## src/rtl/atm_pin_entry.sv

```systemverilog
// PIN-capture stage for the ATM controller: buffers keypad digits during a card
// session, checks them against the account PIN, and handles timeout and lockout.
module atm_pin_entry #(
  parameter int PIN_DIGITS     = 4,
  parameter int MAX_ATTEMPTS   = 3,
  parameter int TIMEOUT_CYCLES = 1000
) (
  input  logic                            clk,
  input  logic                            rst,
  input  logic                            card_inserted_i,
  input  logic                            key_valid_i,
  input  logic [3:0]                      key_digit_i,
  input  logic                            key_clear_i,
  input  logic                            key_enter_i,
  input  logic [4*PIN_DIGITS-1:0]         stored_pin_i,
  output logic                            pin_correct_o,
  output logic                            pin_wrong_o,
  output logic                            pin_timeout_o,
  output logic                            card_locked_o,
  output logic [$clog2(PIN_DIGITS+1)-1:0] digit_count_o,
  output logic [2:0]                      attempts_o
);

  localparam int BW = 4 * PIN_DIGITS;
  localparam int CW = $clog2(PIN_DIGITS + 1);
  localparam int TW = $clog2(TIMEOUT_CYCLES + 1);

  typedef enum logic [2:0] {
    IDLE,
    ENTRY,
    VERIFY,
    DONE,
    LOCKED
  } state_t;

  state_t          state_q, state_d;
  logic [BW-1:0]   buf_q, buf_d;
  logic [CW-1:0]   count_q, count_d;
  logic [2:0]      attempts_q, attempts_d;
  logic [TW-1:0]   timer_q, timer_d;
  logic            correct_q, correct_d;
  logic            wrong_q, wrong_d;
  logic            timeout_q, timeout_d;
  logic            locked_q, locked_d;
  logic            anyKey;

  always_ff @(posedge clk or posedge rst) begin
    if (rst) begin
      state_q    <= IDLE;
      buf_q      <= '0;
      count_q    <= '0;
      attempts_q <= '0;
      timer_q    <= '0;
      correct_q  <= 1'b0;
      wrong_q    <= 1'b0;
      timeout_q  <= 1'b0;
      locked_q   <= 1'b0;
    end else begin
      state_q    <= state_d;
      buf_q      <= buf_d;
      count_q    <= count_d;
      attempts_q <= attempts_d;
      timer_q    <= timer_d;
      correct_q  <= correct_d;
      wrong_q    <= wrong_d;
      timeout_q  <= timeout_d;
      locked_q   <= locked_d;
    end
  end

  // Any strobe restarts the idle timer, even one that is otherwise ignored.
  assign anyKey = key_valid_i | key_clear_i | key_enter_i;

  always_comb begin
    state_d    = state_q;
    buf_d      = buf_q;
    count_d    = count_q;
    attempts_d = attempts_q;
    timer_d    = timer_q;
    correct_d  = 1'b0;
    wrong_d    = 1'b0;
    timeout_d  = 1'b0;
    locked_d   = locked_q;

    case (state_q)
      IDLE: begin
        if (card_inserted_i) begin
          state_d    = ENTRY;
          buf_d      = '0;
          count_d    = '0;
          attempts_d = '0;
          timer_d    = '0;
        end
      end

      ENTRY: begin
        if (!card_inserted_i) begin
          state_d = IDLE;
          buf_d   = '0;
          count_d = '0;
        end else if (key_clear_i) begin
          buf_d   = '0;
          count_d = '0;
        end else if (key_enter_i) begin
          if (count_q == CW'(PIN_DIGITS)) state_d = VERIFY;
        end else if (key_valid_i) begin
          if (key_digit_i <= 4'd9 && count_q < CW'(PIN_DIGITS)) begin
            buf_d   = (buf_q << 4) | BW'(key_digit_i);
            count_d = count_q + CW'(1);
          end
        end else if (timer_q == TW'(TIMEOUT_CYCLES - 1)) begin
          timeout_d = 1'b1;
          buf_d     = '0;
          state_d   = DONE;
        end

        if (anyKey || timer_q == TW'(TIMEOUT_CYCLES - 1)) timer_d = '0;
        else timer_d = timer_q + TW'(1);
      end

      // Card removal outranks the comparison result.
      VERIFY: begin
        if (!card_inserted_i) begin
          state_d = IDLE;
          buf_d   = '0;
          count_d = '0;
        end else if (buf_q == stored_pin_i) begin
          correct_d = 1'b1;
          state_d   = DONE;
        end else begin
          attempts_d = attempts_q + 3'd1;
          wrong_d    = 1'b1;
          if (attempts_q + 3'd1 == 3'(MAX_ATTEMPTS)) begin
            state_d  = LOCKED;
            locked_d = 1'b1;
          end else begin
            state_d = ENTRY;
            buf_d   = '0;
            count_d = '0;
            timer_d = '0;
          end
        end
      end

      DONE: begin
        if (!card_inserted_i) state_d = IDLE;
      end

      LOCKED: begin
        locked_d = 1'b1;
      end

      default: begin
        state_d = IDLE;
      end
    endcase
  end

  assign pin_correct_o = correct_q;
  assign pin_wrong_o   = wrong_q;
  assign pin_timeout_o = timeout_q;
  assign card_locked_o = locked_q;
  assign digit_count_o = count_q;
  assign attempts_o    = attempts_q;

endmodule

```

## config.mk

```make
export PLATFORM = sky130hd
export DESIGN_NAME = atm_pin_entry
export DESIGN_NICKNAME = d
export VERILOG_FILES = /design/src/rtl/atm_pin_entry.sv
export SDC_FILE = /design/constraint.sdc
export NUM_CORES = 1
export LEC_CHECK = 0
export ABC_AREA = 0
export CORE_MARGIN = 2
export CORE_UTILIZATION = 40
export CTS_CLUSTER_SIZE = 14
export DETAILED_ROUTE_END_ITERATION = 8
export GPL_TIMING_DRIVEN = 0
export MAX_ROUTING_LAYER = met4
export PLACE_DENSITY_LB_ADDON = 0.3
export SLEW_MARGIN = 10
export SYNTH_ARGS = -nofsm -noshare
export SYNTH_HDL_FRONTEND = slang
export SYNTH_SLANG_ARGS = --single-unit
```

## constraint.sdc

```tcl
create_clock -name clk -period 2.4 [get_ports clk]
set_clock_uncertainty 0.2 [all_clocks]
set_input_delay 0.72 -clock clk [delete_from_list [all_inputs] [get_ports clk]]
set_output_delay 0.72 -clock clk [all_outputs]
set_load 0.02 [all_outputs]
```

**Word level (Yosys, flattened, before mapping)**

Cells that the tools add are included.

- Reduce and logical (&&, ||, !) cells: 12
- Eq/ne operators: 25
- Order comparisons: 2
- Bitwise logic cells: 4
- $add $sub $neg: 3
- Muxes and demuxes: 58

Operators with widths:

| kind | count |
|---|---|
| $mux 16 | 10 |
| $mux 3 | 22 |
| $mux 10 | 5 |
| $pmux 16 s3 | 1 |
| $pmux 10 s3 | 1 |
| $ne 4x4->1 const B | 6 |
| $reduce_and 7->1 | 3 |
| $eq 16x16->1 | 1 |
| $or 16x4->16 | 1 |
| $mux 1 | 15 |
| $pmux 3 s5 | 1 |
| $ne 2x2->1 const B | 6 |
| $add 10x1->10 const B | 1 |
| $eq 10x10->1 const B | 1 |
| $ne 5x5->1 const B | 2 |
| $eq 3x2->1 const B | 3 |
| $ne 3x3->1 const B | 3 |
| $pmux 3 s3 | 1 |
| $reduce_and 4->1 | 2 |
| $add 3x1->3 const B | 2 |
| $eq 3x3->1 const B | 2 |
| $pmux 3 s2 | 1 |
| $reduce_and 5->1 | 1 |
| $le 4x4->1 const B | 1 |
| 10 further kinds | 12 |

- Register bits: 39
- Word-level logic and storage cells: 113
- Output and inout port bits: 10

**Longest topological paths before layout**

Gate-level depths: netlist (run 1).

- Word-level depth: 8
- Mapped depth: 8
- Depth with buffers taken out: 7

**Worst setup path before layout (run 1)**

OpenSTA, ideal clock, no wires.

- Path type: input port to flip-flop
- Start point: in stored_pin_i[0]
- End point: reg locked_q (netlist: card_locked_o)
- Setup time: 0.126 ns
- Required time: 2.074 ns
- Buffers on the path: 1
- Arrival: 2.086 ns
- Setup slack: -0.012 ns
- Cell stages on the path: 6
- Cell sequence: xnor2_1 > nand4_1 > or4_1 > buf_2 > and2_4 > a221o_1

- Cells in the longest elaborated chain, start to end: 3

RTL lines:

| item | RTL line | source |
|---|---|---|
| start: declaration | 15 | `input logic [4*PIN_DIGITS-1:0] stored_pin_i,` |
| $eq 16x16->1 | 127 | `end else if (buf_q == stored_pin_i) begin` |
| $ne 2x2->1 (no source line) | n/a |  |
| $reduce_and 4->1 (no source line) | n/a |  |
| end signal: assignment | 67 | `locked_q <= locked_d;` |
| end: declaration | 44 | `logic locked_q, locked_d;` |

No other way between the ends.
A chain may end at the register's enable or synchronous reset.

**Worst setup path in the final report (run 1)**

- Start point: in key_digit_i[3]
- End point: reg buf_q[6]

- Cells in the longest elaborated chain, start to end: 4

RTL lines:

| item | RTL line | source |
|---|---|---|
| start: declaration | 12 | `input logic [3:0] key_digit_i,` |
| $le 4x4->1 | 107 | `if (key_digit_i <= 4'd9 && count_q < CW'(PIN_DIGITS)) begin` |
| $logic_and 1x1->1 | 107 |  |
| $ne 5x5->1 (no source line) | n/a |  |
| $reduce_and 7->1 (no source line) | n/a |  |
| end signal: assignment | 60 | `buf_q <= buf_d;` |
| end: declaration | 37 | `logic [BW-1:0] buf_q, buf_d;` |

No other way between the ends.

==> tab_implementation.tex, run 1 <==
\begin{tabular}{lr}
\hline
Metric & Value \\
\hline
\multicolumn{2}{l}{\textbf{STA}} \\
\quad Fin worst setup slack & 0.0144 ns \\
\quad Normalized max-slew margin & 72.2\% \\
\quad RSZ-0062 raised after global routing & true \\
\quad Max-slew violation count & 0 \\
\quad Share of the clock period used by the worst path & 99.4\% \\
\quad Max Clock Freq & 419 MHz \\
\quad Tmin final & 2.39 ns \\
\quad Transition time at the pin with the least slew margin & 0.417 ns \\
\quad Final Hold Violating Endpoints & 0 \\
\quad Setup violations, final & 0 \\
\multicolumn{2}{l}{\textbf{Setup path}} \\
\quad CP max stage cell & clkdlybuf4s50\_1 \\
\quad Required time at the worst-slack endpoint & 2.37 ns \\
\quad Worst setup EP type & flop \\
\quad Largest stage delay on the critical path & 0.42 ns \\
\quad Setup slack of the most critical reg-to-reg path & 0.06 ns \\
\quad Reg2reg end & buf\_q[6] \\
\quad Category of the worst setup path launch point & primary input \\
\quad FF-to-FF path depth & 7 \\
\quad Data arrival time at the worst-slack endpoint & 2.36 ns \\
\quad Critical path fanouts, max & 8 \\
\quad Chain of cells forming the critical path & clkdlybuf4s50\_1 > o21a\_1 > nor3\_4 > nor2\_2 > a221o\_1 > buf\_6 > mux2\_4 \\
\quad Launch point of the worst reg-to-reg path & timer\_q[1] \\
\quad CP Class & in -> reg \\
\multicolumn{2}{l}{\textbf{Floorplan}} \\
\quad Chip height & 81.2 um \\
\quad Area of the core region & 5850 sq um \\
\quad Initial Util & 40.7\% \\
\quad Core Rows & 28 \\
\quad Die area & 6590 sq um \\
\quad Io pins & 36 \\
\quad Die Span X & 81.2 um \\
\multicolumn{2}{l}{\textbf{Routing}} \\
\quad Antenna viol nets, final & 0 \\
\quad Total routed wirelength & 5970 um \\
\quad Via density per instance & 5.35 \\
\quad Pre-Repair DR Iteration Count & 4 \\
\quad Residual DRC count & 0 \\
\quad DRC marker count from the first detailed-route iteration & 143 \\
\quad Wire length per cell after detailed routing & 15.4 um \\
\quad Number of vias in the routed layout & 2,075 \\
\multicolumn{2}{l}{\textbf{Outcome}} \\
\quad Outcome & complete, no violations \\
\multicolumn{2}{l}{\textbf{GRT}} \\
\quad Initial antenna violation count & 0 \\
\quad Wire length of the first global-routing pass & 10,200 um \\
\quad Total track usage & 20.9\% \\
\quad Pin count of the biggest net entering global routing & 31 \\
\quad GR Overflow Total & 0 \\
\quad Number of global-route vias before repair & 2,165 \\
\multicolumn{2}{l}{\textbf{Synthesis}} \\
\quad Proportion of netlist area held by the largest area contributor & 41.0\% \\
\quad Top post-synthesis cells by area & dfrtp\_1 (41\%), xnor2\_1 (5.9\%), mux2i\_1 (5.5\%), nand2\_1 (4.3\%), o31ai\_1 (3.8\%) \\
\quad Share of flip-flops with an asynchronous set or reset after synthesis & 100\% \\
\quad Syn. warnings & 0 \\
\quad Instance count of the mapped netlist & 250 \\
\quad Yosys reg bits & 39 \\
\quad Most frequently used flop master after synthesis & dfrtp\_1 \\
\quad Number of distinct standard cells referenced by the synthesized netlist & 46 \\
\quad Number of synthesized flops with an enable pin & 0 \\
\quad Syn\_nets & 281 \\
\quad Share of the yosys chip area belonging to registers & 41.0\% \\
\quad Mapped cell area & 2380 sq um \\
\quad Cell accounting for the most synthesized area & dfrtp\_1 \\
\quad Post-synthesis average cell area & 9.52 sq um \\
\multicolumn{2}{l}{\textbf{Placed design}} \\
\quad Dpl ws & -0.746 ns \\
\quad Port buffer count & 34 \\
\quad HPWL after DPL & 3940 um \\
\quad RePlAce Congestion & 0.843 \\
\multicolumn{2}{l}{\textbf{Finish}} \\
\quad Flip-flop and latch area & 976 sq um \\
\quad Commonest non-fill, non-tap cell in the layout & dfrtp\_1 \\
\quad Leading cell types in the layout, fill and taps excluded & dfrtp\_1 (39), nand2\_1 (27), buf\_4 (22) \\
\quad Diodes inserted & 0 \\
\quad NumNets Final & 345 \\
\quad Area growth, synth to finish & 35.4\% \\
\quad Final standard cell utilization of the core & 55.1\% \\
\quad Share of layout cells above drive strength 1 & 25.6\% \\
\quad Combined area of the multi-input logic cells & 1400 sq um \\
\quad Filler instances & 539 \\
\multicolumn{2}{l}{\textbf{Power}} \\
\quad Max rail drop VDD & 221 uV \\
\quad Pwr Density & 413 nW/um\^{}2 \\
\quad Leakage power summed over all cells & 1.42 nW \\
\quad Final Power & 0.00133 W \\
\multicolumn{2}{l}{\textbf{Worst hold path}} \\
\quad Number of cells traversed by the worst hold path & 1 \\
\quad Startpoint of the lowest-slack hold path & card\_locked\_o \\
\quad Path class of the lowest-slack min-delay path & reg -> reg \\
\quad Hold Crit Endpoint & card\_locked\_o \\
\multicolumn{2}{l}{\textbf{Clock tree}} \\
\quad Worst-path clk slew & 0.07 ns \\
\quad CTS tree & yes \\
\quad Sinks on Clock Net & 39 \\
\quad Cell at the root of the clock tree & clkbuf\_8 \\
\quad Hold\_buf cts & 0 \\
\quad Worst-Skew Late Latency & 0.29 ns \\
\quad Buffers from clock root to sink, at most & 2 \\
\quad Clock buffers created by TritonCTS & 5 \\
\quad \# H-tree levels & 2 \\
\multicolumn{2}{l}{\textbf{Job}} \\
\quad Maxcap violations & 0 \\
\hline
\end{tabular}
how the worst max path moves through the flow:
| stage | from | endpoint | slack (ns) | cells after the start |
|---|---|---|---|---|
| after detailed placement | stored_pin_i[2] | digit_count_o[0] | -0.75 | 7 |
| after global placement | stored_pin_i[2] | digit_count_o[0] | -0.74 | 7 |
| after CTS | key_clear_i | buf_q[0] | 0.003 | 8 |
| after floorplan | stored_pin_i[7] | card_locked_o | 0.001 | 6 |
| after global routing | key_digit_i[3] | buf_q[6] | -0.06 | 7 |
| final | key_digit_i[3] | buf_q[6] | 0.01 | 7 |
cell families after synthesis:
logic type	synth area share (%)
multiplexers	8.30
flip-flops	41.0
AND/OR/NAND/NOR	20.8
buffers and inverters	6.15
XOR/XNOR	5.89
adder cells (fa/ha/maj)	2.63
AO/OA/AOI/OAI	15.3
per-stage QoR:
| step | setup TNS (ns) | hold slack [ns] | area [sq um] | cells |
|---|---|---|---|---|
| 2_1_floorplan | 0 | 0.284 | 2410 | 250 |
| 3_3_place_gp | -34.13 | 0.276 | 2840 | 359 |
| 3_5_place_dp | -21.76 | 0.276 | 2860 | 360 |
| 4_1_cts | 0 | 0.304 | 3120 | 382 |
| 5_1_grt | -0.486 | 0.326 | 3220 | 388 |
| 6_report | 0 | 0.296 | 3220 | 388 |
layer usage:
metal	vias up	global-route usage (%)	wire length, um
met4	0	5.08	55
met3	4	4.00	137
met1	1022	27.1	2830
li1	1018	-	-
met5	-	-	0
met2	31	33.7	2950
report_power, final:
part	leakage, nW	switching, W	internal [W]	total (W)
Combinational	0.845	0.000118	0.000127	0.000245
Sequential	0.541	0.00000721	0.000663	0.000670
Clock	0.0371	0.000221	0.000194	0.000415
cells in the mapped netlist (3+ instances only):
master / count
and2_1: 4
mux2_2: 6
nor4_1: 3
a21oi_1: 6
ha_1: 5
nand3_1: 4
o211ai_1: 6
inv_1: 18
clkbuf_1: 5
nand2b_1: 4
nor3_1: 11
dfrtp_1: 39
o21ai_0: 11
nand2_1: 27
nor2_1: 13
o31ai_1: 12
nand4_1: 5
nand4b_1: 3
xnor2_1: 16
mux2i_1: 13
a211o_1: 3
and3_1: 5
sequential cells by signal (all words and copies together) (netlist names):
signal / cells
pin_timeout_o: 1
pin_wrong_o: 1
timer_q: 10
state_q: 3
attempts_o: 3
card_locked_o: 1
digit_count_o: 3
buf_q: 16
pin_correct_o: 1
layout make-up:
cell class              count  share of cell area, %
multi-input cells         182                   43.3
flip-flops and latches     39                   30.3
repair buffers             57                   16.1
plain buffers              11                   3.03
well taps                  75                   2.91
clock buffers               6                   2.25
inverters                  18                   2.17
timing repair:
action	4_1_cts	5_1_grt
buffers inserted	15	7
gates resized for setup	58	33
cloned	1	0
setup endpoints to repair	36	32
pin swaps	27	22
worst max-delay path, delay by kind of cell:
| family | cells | cell delay (ns) |
|---|---|---|
| compound gates | 2 | 0.47 |
| buf+inv | 2 | 0.59 |
| mux | 1 | 0.31 |
| simple gates | 2 | 0.26 |
Note: power is estimated with default switching activity, not from simulation.
==> run 2: changes to the inputs <==
- CORE_UTILIZATION: 40 -> 54
- CTS_CLUSTER_DIAMETER: unset -> 40
==> tab_implementation.tex, run 2 (synthesis gave the netlist of run 1 again) <==
\begin{tabular}{lr}
\hline
Metric & Value \\
\hline
\multicolumn{2}{l}{\textbf{Job}} \\
\quad Maxcap violations & 0 \\
\multicolumn{2}{l}{\textbf{Clock tree}} \\
\quad CTS tree & yes \\
\quad Worst-Skew Late Latency & 0.30 ns \\
\quad Worst-path clk slew & 0.07 ns \\
\quad \# H-tree levels & 2 \\
\quad Clock buffers created by TritonCTS & 5 \\
\quad Sinks on Clock Net & 39 \\
\quad Buffers from clock root to sink, at most & 2 \\
\quad Cell at the root of the clock tree & clkbuf\_8 \\
\multicolumn{2}{l}{\textbf{Routing}} \\
\quad Pre-Repair DR Iteration Count & 4 \\
\quad Number of vias in the routed layout & 2,086 \\
\quad Via density per instance & 5.86 \\
\quad DRC marker count from the first detailed-route iteration & 160 \\
\quad Antenna viol nets, final & 0 \\
\quad Total routed wirelength & 5870 um \\
\quad Wire length per cell after detailed routing & 16.5 um \\
\quad Residual DRC count & 0 \\
\multicolumn{2}{l}{\textbf{Setup path}} \\
\quad Chain of cells forming the critical path & clkdlybuf4s15\_1 > xnor2\_1 > nand4\_1 > buf\_6 > or4\_4 > and2\_4 > a221o\_1 \\
\quad CP max stage cell & or4\_4 \\
\quad Setup slack of the most critical reg-to-reg path & 0.05 ns \\
\quad Largest stage delay on the critical path & 0.47 ns \\
\quad Worst setup EP type & flop \\
\quad CP Class & in -> reg \\
\quad Category of the worst setup path launch point & primary input \\
\quad Reg2reg end & buf\_q[4] \\
\quad Launch point of the worst reg-to-reg path & timer\_q[1] \\
\quad FF-to-FF path depth & 7 \\
\quad Required time at the worst-slack endpoint & 2.38 ns \\
\quad Critical path fanouts, max & 4 \\
\quad Data arrival time at the worst-slack endpoint & 2.38 ns \\
\multicolumn{2}{l}{\textbf{Finish}} \\
\quad Filler instances & 320 \\
\quad Area growth, synth to finish & 30.8\% \\
\quad Leading cell types in the layout, fill and taps excluded & dfrtp\_1 (39), nand2\_1 (27), inv\_1 (16) \\
\quad Commonest non-fill, non-tap cell in the layout & dfrtp\_1 \\
\quad Max reg flops & 16 \\
\quad Final standard cell utilization of the core & 72.6\% \\
\quad Registers with the most flip-flops & buf\_q (16), timer\_q (10) \\
\quad Diodes inserted & 0 \\
\quad Final instance area & 3120 sq um \\
\quad Top reg by flops & buf\_q \\
\quad Share of layout cells above drive strength 1 & 23.4\% \\
\quad NumNets Final & 335 \\
\quad Combined area of the multi-input logic cells & 1390 sq um \\
\quad Flip-flop and latch area & 976 sq um \\
\quad Post-layout instance count excluding filler cells & 356 \\
\multicolumn{2}{l}{\textbf{STA}} \\
\quad Max Clock Freq & 417 MHz \\
\quad Transition time at the pin with the least slew margin & 0.453 ns \\
\quad Fin worst setup slack & -0.000437 ns \\
\quad Setup violations, final & 1 \\
\quad Tmin final & 2.40 ns \\
\quad Final Hold Violating Endpoints & 0 \\
\quad Share of the clock period used by the worst path & 100\% \\
\quad Normalized max-slew margin & 69.8\% \\
\quad Max-slew violation count & 0 \\
\multicolumn{2}{l}{\textbf{Worst hold path}} \\
\quad Number of cells traversed by the worst hold path & 1 \\
\quad Hold Crit Endpoint & card\_locked\_o \\
\quad Startpoint of the lowest-slack hold path & card\_locked\_o \\
\quad Path class of the lowest-slack min-delay path & reg -> reg \\
\multicolumn{2}{l}{\textbf{Placed design}} \\
\quad Number of placed instances, taps included & 337 \\
\quad Port buffer count & 34 \\
\quad Dpl ws & -0.756 ns \\
\quad RePlAce Congestion & 0.898 \\
\quad Instance area at placement & 2840 sq um \\
\quad HPWL after DPL & 3920 um \\
\multicolumn{2}{l}{\textbf{Power}} \\
\quad Pwr Density & 464 nW/um\^{}2 \\
\quad Final Power & 0.00145 W \\
\quad Max rail drop VDD & 400 uV \\
\quad Leakage power summed over all cells & 1.38 nW \\
\multicolumn{2}{l}{\textbf{Floorplan}} \\
\quad Io pins & 36 \\
\quad Area of the core region & 4290 sq um \\
\quad Die Span X & 70.4 um \\
\quad Chip height & 70.4 um \\
\quad Initial Util & 55.4\% \\
\quad Core Rows & 24 \\
\quad Die area & 4960 sq um \\
\multicolumn{2}{l}{\textbf{GRT}} \\
\quad Pin count of the biggest net entering global routing & 34 \\
\quad GR Overflow Total & 0 \\
\quad Total track usage & 25.2\% \\
\quad Wire length of the first global-routing pass & 9580 um \\
\quad Number of global-route vias before repair & 1,966 \\
\quad Initial antenna violation count & 0 \\
\multicolumn{2}{l}{\textbf{Outcome}} \\
\quad Failing checks & negative setup slack \\
\quad Outcome & finished with violations \\
\hline
\end{tabular}
[run 2: cell types whose count changed in the layout (fill, tap and decap cells not counted), moves of 2 or more]
| cell | before | now |
|---|---|---|
| buf_4 | 22 | 12 |
| buf_6 | 8 | 3 |
| clkbuf_2 | 8 | 11 |
| clkbuf_4 | 0 | 2 |
| xnor2_1 | 10 | 12 |
| xnor2_2 | 6 | 4 |
[run 2: metrics by stage]
step,hold slack [ns],setup TNS (ns)
finish,0.292,-0.000437
global route,0.334,-0.313
detailed placement,0.269,-22.27
global placement,0.276,-30.81
floorplan,0.284,0
CTS,0.295,-0.0315
[run 2: worst max-delay path by stage]
stage	startpoint	to	slack (ns)	cells after the start
6_report	stored_pin_i[2]	card_locked_o	-0.0004	7
3_5_place_dp	stored_pin_i[15]	attempts_o[2]	-0.76	7
5_1_grt	key_clear_i	buf_q[10]	-0.07	7
2_1_floorplan	stored_pin_i[7]	card_locked_o	0.001	6
4_1_cts	key_enter_i	timer_q[3]	-0.02	7
3_3_place_gp	stored_pin_i[15]	digit_count_o[0]	-0.72	7
[run 2: power by group]
| part | switching, W | leakage [nW] | internal, W | total, W |
|---|---|---|---|---|
| combinational | 0.000117 | 0.790 | 0.000114 | 0.000231 |
| clock | 0.000241 | 0.0502 | 0.000304 | 0.000545 |
| sequential | 0.00000825 | 0.541 | 0.000663 | 0.000671 |
[run 2: layout make-up]
cell class | count | area share [%]
buffer | 10 | 2.65
clock buffer | 5 | 2.21
clock inverter | 2 | 1.20
inverter | 18 | 2.17
multi-input combinational | 182 | 44.7
sequential | 39 | 31.3
tap | 52 | 2.09
timing repair buffer | 48 | 13.6
[run 2: worst max-delay path: cells and delay by family]
family / cells / cell delay (ns)
xor+xnor: 1 / 0.19
compound gates: 1 / 0.34
buf+inv: 2 / 0.34
simple gates: 3 / 0.78
[run 2: what timing repair did]
item	CTS	global route
pin swaps	23	23
setup buffers	7	5
gates resized for setup	46	38
cloned	0	1
endpoints found under the setup margin	35	31
hold buffers	0	0
hold endpoints to repair	0	0
[run 2: layer usage]
metal  vias to the layer above  share of wire (%)  track usage [%]
met1                      1020                 45             34.3
met3                         8                3.7             5.48
li1                       1006                  -                -
met4                         0                1.3             7.26
met2                        52                 50             38.1
met5                         -                  0                -
